--- config.mk ---
export PLATFORM = sky130hd
export DESIGN_NAME = wb_arbiter_flat
export DESIGN_NICKNAME = d
export VERILOG_FILES = /design/src/rtl/wb_arbiter_pkg.sv /design/src/rtl/wb_arbiter_if.sv /design/src/rtl/wb_scoreboard.sv /design/src/rtl/wb_arbiter.sv /design/src/flat_wrapper.sv
export SDC_FILE = /design/constraint.sdc
export NUM_CORES = 1
export LEC_CHECK = 0
export BUFFER_PORTS_ARGS = -buffer_cell sky130_fd_sc_hd__buf_2
export CAP_MARGIN = 20
export CORE_MARGIN = 2
export CORE_UTILIZATION = 25
export DETAILED_ROUTE_END_ITERATION = 16
export PLACE_DENSITY_LB_ADDON = 0.3
export SLEW_MARGIN = 40
export SYNTH_ARGS = -nofsm -noshare
export SYNTH_HDL_FRONTEND = slang
export SYNTH_SLANG_ARGS = --single-unit
--- constraint.sdc ---
create_clock -name clk -period 4.5 [get_ports clk]
set_clock_uncertainty 0.2 [all_clocks]
set_input_delay 1.35 -clock clk [delete_from_list [all_inputs] [get_ports clk]]
set_output_delay 1.35 -clock clk [all_outputs]
set_load 0.02 [all_outputs]
--- src/rtl/wb_arbiter_pkg.sv ---
// wb_arbiter_pkg: shared widths, grant encoding and writeback request type for the writeback arbiter
package wb_arbiter_pkg;
  localparam int XLEN = 64;
  localparam int REG_ADDR_W = 5;
  localparam int NUM_REGS = 32;
  typedef enum logic {GRANT_PIPE = 1'b0, GRANT_LU = 1'b1} grant_t;
  typedef struct packed {
    logic valid;
    logic [REG_ADDR_W-1:0] rd;
    logic [XLEN-1:0] data;
  } wb_req_t;
endpackage

--- src/rtl/wb_arbiter_if.sv ---
// wb_arbiter_if: pipeline, long-latency, register file and decode-lookup signals of the writeback arbiter
interface wb_arbiter_if;
  import wb_arbiter_pkg::*;
  logic pipe_valid, pipe_ready;
  logic [REG_ADDR_W-1:0] pipe_rd;
  logic [XLEN-1:0] pipe_data;
  logic lu_issue_valid, lu_issue_ready;
  logic [REG_ADDR_W-1:0] lu_issue_rd;
  logic lu_valid, lu_ready;
  logic [REG_ADDR_W-1:0] lu_rd;
  logic [XLEN-1:0] lu_data;
  logic we_regs;
  logic [REG_ADDR_W-1:0] w_regs_addr;
  logic [XLEN-1:0] w_regs_data;
  logic [REG_ADDR_W-1:0] rs1_addr, rs2_addr;
  logic rs1_busy, rs2_busy, rs1_fwd_valid, rs2_fwd_valid;
  logic [XLEN-1:0] rs1_fwd_data, rs2_fwd_data;
  modport master (
    output pipe_valid, pipe_rd, pipe_data, lu_issue_valid, lu_issue_rd, lu_valid, lu_rd, lu_data,
           rs1_addr, rs2_addr,
    input  pipe_ready, lu_issue_ready, lu_ready, we_regs, w_regs_addr, w_regs_data,
           rs1_busy, rs2_busy, rs1_fwd_valid, rs2_fwd_valid, rs1_fwd_data, rs2_fwd_data
  );
  modport slave (
    input  pipe_valid, pipe_rd, pipe_data, lu_issue_valid, lu_issue_rd, lu_valid, lu_rd, lu_data,
           rs1_addr, rs2_addr,
    output pipe_ready, lu_issue_ready, lu_ready, we_regs, w_regs_addr, w_regs_data,
           rs1_busy, rs2_busy, rs1_fwd_valid, rs2_fwd_valid, rs1_fwd_data, rs2_fwd_data
  );
endinterface

--- src/rtl/wb_scoreboard.sv ---
// wb_scoreboard: pending-destination vector for long-latency ops, issue gating and busy lookups
module wb_scoreboard
  import wb_arbiter_pkg::*;
(
  input  logic clk,
  input  logic rst,
  input  logic issue_valid,
  input  logic [REG_ADDR_W-1:0] issue_rd,
  output logic issue_ready,
  input  logic clr_valid,
  input  logic [REG_ADDR_W-1:0] clr_rd,
  input  logic [REG_ADDR_W-1:0] rs1_addr,
  input  logic [REG_ADDR_W-1:0] rs2_addr,
  input  logic rs1_mask,
  input  logic rs2_mask,
  output logic rs1_busy,
  output logic rs2_busy
);
  logic [NUM_REGS-1:0] pending, set_vec, clr_vec;
  assign issue_ready = !pending[issue_rd];
  assign set_vec = (issue_valid && issue_ready && issue_rd != '0) ? NUM_REGS'(1) << issue_rd : '0;
  assign clr_vec = clr_valid ? NUM_REGS'(1) << clr_rd : '0;
  // set applied after clear so a same-cycle reissue of the retiring rd stays pending
  always_ff @(posedge clk or posedge rst)
    if (rst) pending <= '0;
    else pending <= (pending & ~clr_vec) | set_vec;
  assign rs1_busy = pending[rs1_addr] && !rs1_mask;
  assign rs2_busy = pending[rs2_addr] && !rs2_mask;
endmodule

--- src/rtl/wb_arbiter.sv ---
// wb_arbiter: round-robin merge of pipeline and long-latency results onto the register file write port.
// Define WB_ARB_BYPASS_EN to forward the current write to decode sources.
module wb_arbiter
  import wb_arbiter_pkg::*;
(
  input logic clk,
  input logic rst,
  wb_arbiter_if.slave bus
);
  wb_req_t hold, pipe_src;
  grant_t last_grant;
  logic grant_pipe, grant_lu, we, rs1_fwd, rs2_fwd;
  logic [REG_ADDR_W-1:0] wr_rd;
  logic [XLEN-1:0] wr_data;
  always_comb begin
    pipe_src = hold.valid ? hold : wb_req_t'{valid: bus.pipe_valid, rd: bus.pipe_rd, data: bus.pipe_data};
    grant_pipe = pipe_src.valid && (!bus.lu_valid || last_grant == GRANT_LU);
    grant_lu = bus.lu_valid && !grant_pipe;
    wr_rd = grant_pipe ? pipe_src.rd : grant_lu ? bus.lu_rd : '0;
    wr_data = grant_pipe ? pipe_src.data : grant_lu ? bus.lu_data : '0;
    we = (grant_pipe || grant_lu) && wr_rd != '0;
  end
  always_ff @(posedge clk or posedge rst)
    if (rst) begin
      hold <= '0;
      last_grant <= GRANT_LU;
    end else begin
      if (pipe_src.valid && bus.lu_valid) last_grant <= grant_lu ? GRANT_LU : GRANT_PIPE;
      if (hold.valid && grant_pipe) hold.valid <= 1'b0;
      else if (!hold.valid && bus.pipe_valid && !grant_pipe) hold <= pipe_src;
    end
  assign bus.pipe_ready = !hold.valid;
  assign bus.lu_ready = grant_lu;
  assign bus.we_regs = we;
  assign bus.w_regs_addr = we ? wr_rd : '0;
  assign bus.w_regs_data = we ? wr_data : '0;
`ifdef WB_ARB_BYPASS_EN
  assign rs1_fwd = we && wr_rd == bus.rs1_addr && bus.rs1_addr != '0;
  assign rs2_fwd = we && wr_rd == bus.rs2_addr && bus.rs2_addr != '0;
  assign bus.rs1_fwd_data = bus.w_regs_data;
  assign bus.rs2_fwd_data = bus.w_regs_data;
`else
  assign rs1_fwd = 1'b0;
  assign rs2_fwd = 1'b0;
  assign bus.rs1_fwd_data = '0;
  assign bus.rs2_fwd_data = '0;
`endif
  assign bus.rs1_fwd_valid = rs1_fwd;
  assign bus.rs2_fwd_valid = rs2_fwd;
  wb_scoreboard u_sb (
    .clk(clk),
    .rst(rst),
    .issue_valid(bus.lu_issue_valid),
    .issue_rd(bus.lu_issue_rd),
    .issue_ready(bus.lu_issue_ready),
    .clr_valid(grant_lu),
    .clr_rd(bus.lu_rd),
    .rs1_addr(bus.rs1_addr),
    .rs2_addr(bus.rs2_addr),
    .rs1_mask(rs1_fwd),
    .rs2_mask(rs2_fwd),
    .rs1_busy(bus.rs1_busy),
    .rs2_busy(bus.rs2_busy)
  );
endmodule

--- src/flat_wrapper.sv ---
// flat-port wrapper written by rule: the top's interface ports become plain ports
module wb_arbiter_flat import wb_arbiter_pkg::*;
  (clk, rst, bus_pipe_valid, bus_pipe_rd, bus_pipe_data, bus_lu_issue_valid, bus_lu_issue_rd, bus_lu_valid, bus_lu_rd, bus_lu_data, bus_rs1_addr, bus_rs2_addr, bus_pipe_ready, bus_lu_issue_ready, bus_lu_ready, bus_we_regs, bus_w_regs_addr, bus_w_regs_data, bus_rs1_busy, bus_rs2_busy, bus_rs1_fwd_valid, bus_rs2_fwd_valid, bus_rs1_fwd_data, bus_rs2_fwd_data);
  wb_arbiter_if bus_i ();
  input logic clk;
  input logic rst;
  input wire logic [$bits(bus_i.pipe_valid)-1:0] bus_pipe_valid;
  input wire logic [$bits(bus_i.pipe_rd)-1:0] bus_pipe_rd;
  input wire logic [$bits(bus_i.pipe_data)-1:0] bus_pipe_data;
  input wire logic [$bits(bus_i.lu_issue_valid)-1:0] bus_lu_issue_valid;
  input wire logic [$bits(bus_i.lu_issue_rd)-1:0] bus_lu_issue_rd;
  input wire logic [$bits(bus_i.lu_valid)-1:0] bus_lu_valid;
  input wire logic [$bits(bus_i.lu_rd)-1:0] bus_lu_rd;
  input wire logic [$bits(bus_i.lu_data)-1:0] bus_lu_data;
  input wire logic [$bits(bus_i.rs1_addr)-1:0] bus_rs1_addr;
  input wire logic [$bits(bus_i.rs2_addr)-1:0] bus_rs2_addr;
  output wire logic [$bits(bus_i.pipe_ready)-1:0] bus_pipe_ready;
  output wire logic [$bits(bus_i.lu_issue_ready)-1:0] bus_lu_issue_ready;
  output wire logic [$bits(bus_i.lu_ready)-1:0] bus_lu_ready;
  output wire logic [$bits(bus_i.we_regs)-1:0] bus_we_regs;
  output wire logic [$bits(bus_i.w_regs_addr)-1:0] bus_w_regs_addr;
  output wire logic [$bits(bus_i.w_regs_data)-1:0] bus_w_regs_data;
  output wire logic [$bits(bus_i.rs1_busy)-1:0] bus_rs1_busy;
  output wire logic [$bits(bus_i.rs2_busy)-1:0] bus_rs2_busy;
  output wire logic [$bits(bus_i.rs1_fwd_valid)-1:0] bus_rs1_fwd_valid;
  output wire logic [$bits(bus_i.rs2_fwd_valid)-1:0] bus_rs2_fwd_valid;
  output wire logic [$bits(bus_i.rs1_fwd_data)-1:0] bus_rs1_fwd_data;
  output wire logic [$bits(bus_i.rs2_fwd_data)-1:0] bus_rs2_fwd_data;
  assign bus_i.pipe_valid = bus_pipe_valid;
  assign bus_i.pipe_rd = bus_pipe_rd;
  assign bus_i.pipe_data = bus_pipe_data;
  assign bus_i.lu_issue_valid = bus_lu_issue_valid;
  assign bus_i.lu_issue_rd = bus_lu_issue_rd;
  assign bus_i.lu_valid = bus_lu_valid;
  assign bus_i.lu_rd = bus_lu_rd;
  assign bus_i.lu_data = bus_lu_data;
  assign bus_i.rs1_addr = bus_rs1_addr;
  assign bus_i.rs2_addr = bus_rs2_addr;
  assign bus_pipe_ready = bus_i.pipe_ready;
  assign bus_lu_issue_ready = bus_i.lu_issue_ready;
  assign bus_lu_ready = bus_i.lu_ready;
  assign bus_we_regs = bus_i.we_regs;
  assign bus_w_regs_addr = bus_i.w_regs_addr;
  assign bus_w_regs_data = bus_i.w_regs_data;
  assign bus_rs1_busy = bus_i.rs1_busy;
  assign bus_rs2_busy = bus_i.rs2_busy;
  assign bus_rs1_fwd_valid = bus_i.rs1_fwd_valid;
  assign bus_rs2_fwd_valid = bus_i.rs2_fwd_valid;
  assign bus_rs1_fwd_data = bus_i.rs1_fwd_data;
  assign bus_rs2_fwd_data = bus_i.rs2_fwd_data;
  wb_arbiter u_core (.clk(clk), .rst(rst), .bus(bus_i));
endmodule
Yosys cells after proc, flatten, opt, wreduce, memory -nomap -nowiden
Index checks and enable logic that the tools add are counted.
Widths: inputs -> output; s select.

operators by class
  order comparisons = 3
  shift operators = 2
  multiplexer cells = 18
  bitwise operators = 4
  reductions and logical operators = 19

operator list
  kind                  number
  $mux 64               3
  $mux 70               2
  $mux 32               2
  $shl 1x5->32 const A  2
  $and 32x32->32        1
  $not 32->32           1
  $or 32x32->32         1
  $lt 5x6->1 const B    3
  $bmux 1 s5            3
  $mux 5                3
  $reduce_bool 5->1     2
  $logic_and 1x1->1     9
  $mux 1                5
  $logic_not 1->1       4
  $logic_or 1x1->1      2
  $reduce_and 2->1      1
  $reduce_bool 2->1     1
  $not 1->1             1

storage, ports and cells
  register bits = 103
  input bits = 158
  output and inout bits = 205
  logic and storage cells = 51

Depth between registers and ports, before layout
Gate-level depths: netlist of the first run.

  word-level depth = 10
  mapped depth = 9
  mapped depth without buffers = 5

Hierarchy
From an unflattened synthesis of the first run, not the netlist that was laid out.

second synthesis, totals
  cell total of the unflattened synthesis = 825
  area, all modules = 8199.1 sq um

by module, submodules not included
  module         instances  cells each  area an instance (sq um)  sequential area each (sq um)
  wb_arbiter     1          612         5840.6                    1778.0
  wb_scoreboard  1          213         2358.5                    800.8

Least setup slack after synthesis of the first run
No wires, ideal clock.

  path type = input to output
  start = in bus_pipe_valid
  end = out bus_w_regs_data[54]
  arrival time = 2.954 ns
  required time = 2.950 ns
  slack = -0.004 ns
  stages = 8
  path buffers = 3
  path through = or2_1 buf_2 a21boi_4 o2bb2ai_1 nor4_2 buf_4 buf_6 nor2_1

on the way
  longest elaborated chain between the ends = 9
  elaborated cells between the ends (all ways) = 12
  those cells by class = mux (6); reduce/logical (6)

ends and longest elaborated chain
  item                   line                source
  start, declared        flat_wrapper.sv:7   input wire logic [$bits(bus_i.pipe_valid)-1:0] bus_pipe_valid;
  $mux 70 (*)            wb_arbiter.sv:16    pipe_src = hold.valid ? hold : wb_req_t'{valid: bus.pipe_valid, rd: bus.pipe_rd, data: bus.pipe_data};
  $logic_and 1x1->1 (*)  wb_arbiter.sv:17    grant_pipe = pipe_src.valid && (!bus.lu_valid || last_grant == GRANT_LU);
  $logic_not 1->1        wb_arbiter.sv:18    grant_lu = bus.lu_valid && !grant_pipe;
  $logic_and 1x1->1      wb_arbiter.sv:18
  $mux 5 (2 in series)   wb_arbiter.sv:19    wr_rd = grant_pipe ? pipe_src.rd : grant_lu ? bus.lu_rd : '0;
  $reduce_bool 5->1      wb_arbiter.sv:21    we = (grant_pipe || grant_lu) && wr_rd != '0;
  $logic_and 1x1->1      wb_arbiter.sv:21
  $mux 64 (*)            wb_arbiter.sv:36    assign bus.w_regs_data = we ? wr_data : '0;
  end, declared          flat_wrapper.sv:22  output wire logic [$bits(bus_i.w_regs_data)-1:0] bus_w_regs_data;

Mark *: on every way between the ends. The rest lies on a longest branch, timed or not.

Final worst setup path of the first run
  start = in bus_pipe_valid
  end = out bus_w_regs_data[10]

Same word-level chain as after synthesis.

==> results of run 1 <==
==> power groups by stage <==
stage / Combinational (mW) / Clock [mW] / Sequential [mW]
3_5_place_dp: 1.71 / 0 / 1.55
5_1_grt: 2.10 / 0.864 / 1.59
4_1_cts: 1.76 / 0.823 / 1.54
6_report: 1.91 / 0.795 / 1.55
3_3_place_gp: 1.68 / 0 / 1.54
2_1_floorplan: 1.36 / 0 / 1.45
==> metrics by stage <==
step,cells,utilization (%),setup slack (ps)
floorplan,965,-,-4.46
global placement,1432,29.2,-33.7
detailed placement,1432,29.2,-59.5
CTS,1451,30.5,-33.3
global route,1462,31.8,-12.1
finish,1462,31.8,37.1
==> area by class of cell <==
| cell class | count | area share (%) |
|---|---|---|
| clock buffers | 10 | 2.48 |
| clock inverters | 6 | 0.545 |
| inverters | 6 | 0.259 |
| multi-input cells | 663 | 44.9 |
| flip-flops and latches | 103 | 26.8 |
| well taps | 396 | 5.14 |
| repair buffers | 278 | 19.9 |
==> final timing paths <==
check | endpoint | startpoint | slack [ps] | cells after the start
setup / recovery | bus_w_regs_data[10] | bus_pipe_valid | 40 | 10
hold / removal | u_core.hold[4]$_DFFE_PP0P_ | u_core.hold[4]$_DFFE_PP0P_ | 310 | 1
setup reg to reg | u_core.u_sb.pending[3]$_DFF_PP0_ | u_core.hold[69]$_DFFE_PP0P_ | 2150 | 7
hold reg to reg | u_core.hold[4]$_DFFE_PP0P_ | u_core.hold[4]$_DFFE_PP0P_ | 310 | 1
max in group asynchronous | u_core.last_grant$_DFFE_PP1P_ | rst | 2800 | 3
min in group asynchronous | u_core.u_sb.pending[28]$_DFF_PP0_ | rst | 730 | 2
==> registers in the layout, indices dropped and copies added (netlist names) <==
name and count:
u_core.hold 70, u_core.u_sb.pending 32, u_core.last_grant 1
==> layout by cell type (no fill, tap or decap), drive strengths merged <==
cell type	count
and3	2
nor2b	4
nand2b	5
nor2	169
mux2i	76
a21boi	1
nand4bb	2
clkinv	4
o2bb2ai	1
o22ai	1
mux4	23
nand2	10
conb	130
nor3b	2
a31oi	29
o2111ai	2
o31ai	31
nand3	7
o21a	1
or2	3
nand4	2
buf	272
a21o	1
a21oi	72
nor4	2
dfrtp	102
mux2	37
nand4b	3
o211ai	5
o21ai	35
nand3b	5
a41oi	1
a211oi	1
dfstp	1
clkbuf	16
inv	8
==> layer usage <==
metal  part of all wire, %  GRT usage, %
met1                    42          17.9
met2                    49          22.9
met3                   6.9          3.52
met4                   1.5          2.81
met5                 0.089             0
==> logic make-up after synthesis <==
family	Yosys count
AOI/OAI and AO/OA	181
buffers and inverters	199
DFF	103
muxes	136
other	1
and+or+nand+nor	216
==> worst reg2reg max path, cell delays in order (launching register included) <==
cell and delay, ps:
sky130_fd_sc_hd__dfrtp_4 600, sky130_fd_sc_hd__or2_4 330, sky130_fd_sc_hd__a21boi_4 180, sky130_fd_sc_hd__buf_4 140, sky130_fd_sc_hd__buf_12 200, sky130_fd_sc_hd__nand4bb_1 230
sky130_fd_sc_hd__o21ai_0 250, sky130_fd_sc_hd__o31ai_1 100
==> what timing repair did <==
action,in CTS,in global routing
resized for setup,15,63
setup buffers,3,3
pin swaps,1,4
endpoints found under the setup margin,54,66
gates cloned,1,8
==> flow_metrics.py, run 1 <==
metrics = {
    "synthesis": {
        "synth_mux_area_share_pct": 22.2,
        "synth_simple_gate_area_share_pct": 12.4,
        "postSynthAreaPerCell_um2": 9.14,
        "synth.area.top_cells": "sky130_fd_sc_hd__dfrtp_1 33%, sky130_fd_sc_hd__buf_4 13%, sky130_fd_sc_hd__mux2i_1 10%, sky130_fd_sc_hd__nor2_1 8.3%, sky130_fd_sc_hd__mux4_2 6.8%",
        "yosys_warnings": 0,
        "synth.largest_area_cell": "sky130_fd_sc_hd__dfrtp_1",
        "post-synth-top-area-fraction_pct": 33.4,
        "yosys-top-cells-count": "169 x sky130_fd_sc_hd__nor2_1, 133 x sky130_fd_sc_hd__buf_4, 102 x sky130_fd_sc_hd__dfrtp_1",
        "synth-xor-area-share_pct": 0,
        "netlist_area_mm2": 0.00764,
        "seq_total_area_yosys_pct": 33.7,
        "synth_top_family_by_area": "multiplexers",
        "synth_compound_area_share_pct": 14.1,
        "synthMostInstantiatedCell": "sky130_fd_sc_hd__nor2_1",
        "synthCells": 836,
        "synth-adder-area-share_pct": 0,
        "asyncSetResetFlopFracSynth_pct": 100,
        "synth.ff_latch_count": 103,
        "synthDistinctLibCells": 44,
        "synth-main-ff-cell": "sky130_fd_sc_hd__dfrtp_1",
        "synth_enable_flop_cells": 0,
    },
    "setup_path": {
        "timing_worst_setup_path_type": "in2out",
        "cp.arrival_ps": 2910,
        "worstPathBufferInverterCount": 5,
        "crit_path_top_delay_cell": "sky130_fd_sc_hd__nor4_4",
        "critical_path.top_delay_family": "buffers and inverters",
        "timing.critical_path.slowest_cell_delay_ps": 300,
        "crit_required_ps": 2950,
        "worstSetupEndpointType": "primary output",
        "critical-path-top-cell-by-count": "sky130_fd_sc_hd__buf_6",
        "crit_path_start_kind": "primary input",
        "crit_fanout": 8,
        "worstPathCellList": "buf_4 > or2_4 > nand2_4 > o2bb2ai_2 > nor4_4 > buf_6 > buf_12 > clkbuf_16 > nor2_2 > buf_6",
    },
    "run": {
        "maxCapViolCount": 0,
    },
    "run_status": {
        "outcome": "completed",
    },
    "global_route": {
        "grt_util_all_layers_pct": 13.7,
        "first_global_vias": 6169,
        "antenna_found_initial": 2,
        "globalRoute.totalOverflow": 0,
        "grt_first_pass_wirelength_um": 34300,
        "grt_max_degree": 98,
    },
    "floorplan": {
        "fp.dieArea_mm2": 0.0320,
        "initial_utilization_pct": 25.2,
        "core_area_mm2": 0.0303,
        "num_io_pins": 363,
        "dieWidth_um": 179,
        "placement_rows": 64,
        "floorplan.die.height_um": 179,
    },
    "timing": {
        "maxSlewHeadroom_pct": 66.6,
        "setup_total_negative_slack_ps": 0,
        "grt_setup_unrepaired": "yes",
        "hold_viol": 0,
        "fin_worst_hold_slack_ps": 314,
        "final-setup-viol-count": 0,
        "timing_max_transition_violations_final": 0,
        "final_min_period_over_clock_period_pct": 99.2,
        "max_freq_mhz": 224,
        "fin_crit_ps": 4460,
        "tightestPinTransition_ps": 500,
    },
    "power": {
        "total_leakage_power_nw": 4.38,
        "p_per_area_mw_per_mm2": 441,
        "max-vdd-ir-drop_mv": 0.176,
        "power_switching_share_pct": 39.8,
        "p_int_mw": 2.56,
        "netSwitchingPower_mw": 1.69,
        "p_clk_share_pct": 18.7,
        "power.share.sequential_pct": 36.4,
        "p_total_mw": 4.25,
        "combPwrFrac_pct": 44.9,
    },
    "clock_tree": {
        "htreeDepth": 3,
        "worst_setup_hold_path_clk_slew_ps": 80,
        "clk_tree_root_cell": "sky130_fd_sc_hd__clkbuf_16",
        "clock_latency_ps": 350,
        "ctsHoldBuffers": 0,
        "numClockSinks": 103,
        "tritoncts_clock_tree": "yes",
        "clk_path_buf_depth": 2,
        "cts_made_buffers": 9,
    },
    "place": {
        "dpl.hpwl_um": 16200,
        "count_of_port_buffers_added_during_placement": 232,
        "placement_cell_area_mm2": 0.00886,
        "gp_routability_congestion": 0.877,
    },
    "final_layout": {
        "number_of_antenna_repair_diodes": 0,
        "final_net_count": 1219,
        "filler_cell_count": 3203,
        "final_design_area_no_fill_mm2": 0.00964,
        "flow.area_growth_from_synthesis_pct": 26.2,
        "final_layout_size_suffix_gt1_share_pct": 37.0,
        "layout.area.seq_mm2": 0.00258,
        "multi_input_gate_area_mm2": 0.00433,
    },
    "drt": {
        "postRouteAntennaNets": 0,
        "firstDrtPassIters": 5,
        "postRouteWirelength_um": 23500,
        "route.detailed.vias_per_inst": 4.51,
        "drt-wirelength-per-cell_um": 16.1,
        "vias": 6591,
        "drc": 0,
        "drt_first_iter_violations": 326,
    },
    "worst_hold_path": {
        "min-delay-path-class": "reg2reg",
    },
}
Note: power is estimated with default switching activity, not from simulation.
==> run 2, diff against run 1 <==
- CORE_AREA: not set -> 2 2 141 143
- CORE_MARGIN: 2 -> not set
- CORE_UTILIZATION: 25 -> not set
- DIE_AREA: not set -> 0 0 143 145
- REMOVE_ABC_BUFFERS: not set -> 1
==> flow_metrics.py, run 2 (synthesized netlist as in run 1, its figures left out) <==
metrics = {
    "power": {
        "max-vdd-ir-drop_mv": 0.209,
        "total_leakage_power_nw": 4.24,
        "p_per_area_mw_per_mm2": 452,
        "p_total_mw": 4.12,
    },
    "clock_tree": {
        "clock_latency_ps": 350,
        "worst_setup_hold_path_clk_slew_ps": 70,
        "cts_made_buffers": 9,
        "clk_path_buf_depth": 2,
        "ctsHoldBuffers": 0,
        "clk_tree_root_cell": "sky130_fd_sc_hd__clkbuf_16",
        "htreeDepth": 3,
        "tritoncts_clock_tree": "yes",
        "numClockSinks": 103,
    },
    "drt": {
        "route.detailed.vias_per_inst": 5.02,
        "drt_first_iter_violations": 395,
        "firstDrtPassIters": 5,
        "drt-wirelength-per-cell_um": 16.3,
        "vias": 6601,
        "postRouteAntennaNets": 0,
        "drc": 0,
        "postRouteWirelength_um": 21400,
    },
    "final_layout": {
        "number_of_antenna_repair_diodes": 0,
        "final_layout_size_suffix_gt1_share_pct": 34.3,
        "mostFrequentLayoutCells": "228 x sky130_fd_sc_hd__buf_2, 167 x sky130_fd_sc_hd__nor2_1, 130 x sky130_fd_sc_hd__conb_1, 101 x sky130_fd_sc_hd__dfrtp_1, 76 x sky130_fd_sc_hd__mux2i_1",
        "registers.top_by_ff_count": "u_core.hold",
        "largest_reg_flops": 70,
        "layout_commonest_cell": "sky130_fd_sc_hd__buf_2",
        "flow.area_growth_from_synthesis_pct": 19.3,
        "top_regs": "u_core.hold: 70 flops, u_core.u_sb.pending: 32 flops, u_core.last_grant: 1 flops",
        "finish.utilization_pct": 47.5,
        "final_net_count": 1204,
        "filler_cell_count": 1817,
    },
    "setup_path": {
        "reg2reg_slack_ps": 2100,
        "timing_worst_setup_path_type": "in2out",
        "worstSetupEndpointType": "primary output",
        "worstRegToRegCells": 6,
        "crit_required_ps": 2950,
        "crit_fanout": 9,
        "timing.rr.end": "u_core.u_sb.pending[26]$_DFF_PP0_",
        "r2r-start": "u_core.hold[69]$_DFFE_PP0P_",
        "crit_path_start_kind": "primary input",
        "cp.arrival_ps": 2920,
    },
    "floorplan": {
        "fp.dieArea_mm2": 0.0207,
        "core_area_mm2": 0.0192,
        "placement_rows": 51,
        "initial_utilization_pct": 39.8,
        "floorplan.die.height_um": 145,
        "num_io_pins": 363,
        "dieWidth_um": 143,
    },
    "global_route": {
        "antenna_found_initial": 0,
        "first_global_vias": 6122,
        "globalRoute.totalOverflow": 0,
        "grt_max_degree": 62,
        "grt_util_all_layers_pct": 19.3,
        "grt_first_pass_wirelength_um": 32100,
    },
    "timing": {
        "timing_max_transition_violations_final": 0,
        "hold_viol": 0,
        "tightestPinTransition_ps": 663,
        "grt_setup_unrepaired": "yes",
        "max_freq_mhz": 224,
        "final_min_period_over_clock_period_pct": 99.3,
        "fin_crit_ps": 4470,
        "maxSlewHeadroom_pct": 55.8,
        "final-setup-viol-count": 0,
    },
    "place": {
        "count_of_port_buffers_added_during_placement": 232,
        "gp_routability_congestion": 0.900,
        "dpl.hpwl_um": 15000,
    },
    "run_status": {
        "outcome": "completed",
    },
    "worst_hold_path": {
        "whs_path_depth": 1,
        "whs_endpoint": "u_core.hold[65]$_DFFE_PP0P_",
        "hp-start": "u_core.hold[65]$_DFFE_PP0P_",
        "min-delay-path-class": "reg2reg",
    },
    "run": {
        "maxCapViolCount": 0,
    },
}
==> run 2: final cells by class <==
cell class	instances	area, µm²	area share (%)
clock buffers	9	225	2.47
clock inverters	7	80.1	0.879
inverters	6	25.0	0.275
multi-input cells	663	4260	46.8
flip-flops and latches	103	2580	28.3
well taps	265	332	3.64
repair buffers	263	1610	17.7
==> run 2: where the power goes <==
| part | switching (mW) | internal [mW] |
|---|---|---|
| combinational | 0.989 | 0.769 |
| clock | 0.382 | 0.438 |
| sequential | 0.255 | 1.29 |
| total | 1.63 | 2.49 |
==> run 2: worst max-delay path by stage <==
stage	startpoint	endpoint	slack [ps]	cells after the start
after global routing	bus_pipe_valid	bus_w_regs_data[9]	-40	10
after CTS	bus_pipe_valid	bus_w_regs_data[20]	-50	10
after detailed placement	bus_rs2_addr[0]	bus_rs2_busy	-110	5
final	bus_pipe_valid	bus_w_regs_data[17]	30	10
after floorplan	u_core.hold[69]$_DFFE_PP0P_	u_core.hold[0]$_DFFE_PP0P_	-4860	2
after global placement	bus_rs1_addr[0]	bus_rs1_busy	-80	5
==> run 2: layer usage <==
metal / part of all wire, % / up-vias / GRT usage [%]
met2: 50 / 317 / 32.3
met3: 7.7 / 28 / 4.26
li1: - / 3100 / -
met4: 1.7 / 0 / 5.99
met5: 0 / - / 0
met1: 40 / 3156 / 24.8
==> run 2: worst max-delay path, stage by stage <==
cell and delay [ps]:
sky130_fd_sc_hd__buf_2 100, sky130_fd_sc_hd__or2_4 260, sky130_fd_sc_hd__nand2_4 140, sky130_fd_sc_hd__o2bb2ai_2 100, sky130_fd_sc_hd__nor4_4 280, sky130_fd_sc_hd__buf_6 160
sky130_fd_sc_hd__buf_12 150, sky130_fd_sc_hd__clkbuf_16 160, sky130_fd_sc_hd__nor2_1 50, sky130_fd_sc_hd__buf_2 150
==> run 2: metrics by stage <==
| step | cell area, µm² | hold slack [ps] | cells | worst slack, ps | TNS (ps) |
|---|---|---|---|---|---|
| after CTS | 8900 | 310 | 1307 | -46.2 | -612 |
| after global placement | 8530 | 284 | 1288 | -84.3 | -464 |
| final | 9110 | 305 | 1316 | 29.3 | 0 |
| after detailed placement | 8530 | 292 | 1288 | -106 | -1790 |
| after global routing | 9110 | 318 | 1316 | -37.5 | -1200 |
| after floorplan | 6810 | 275 | 772 | -4860 | -577730 |
==> run 2: timing repair <==
item / 4_1_cts / 5_1_grt
cloned: 1 / 7
setup buffers: 2 / 2
pin swaps: 3 / 3
hold endpoints to repair: 0 / 0
resized for setup: 8 / 12
endpoints found under the setup margin: 66 / 65
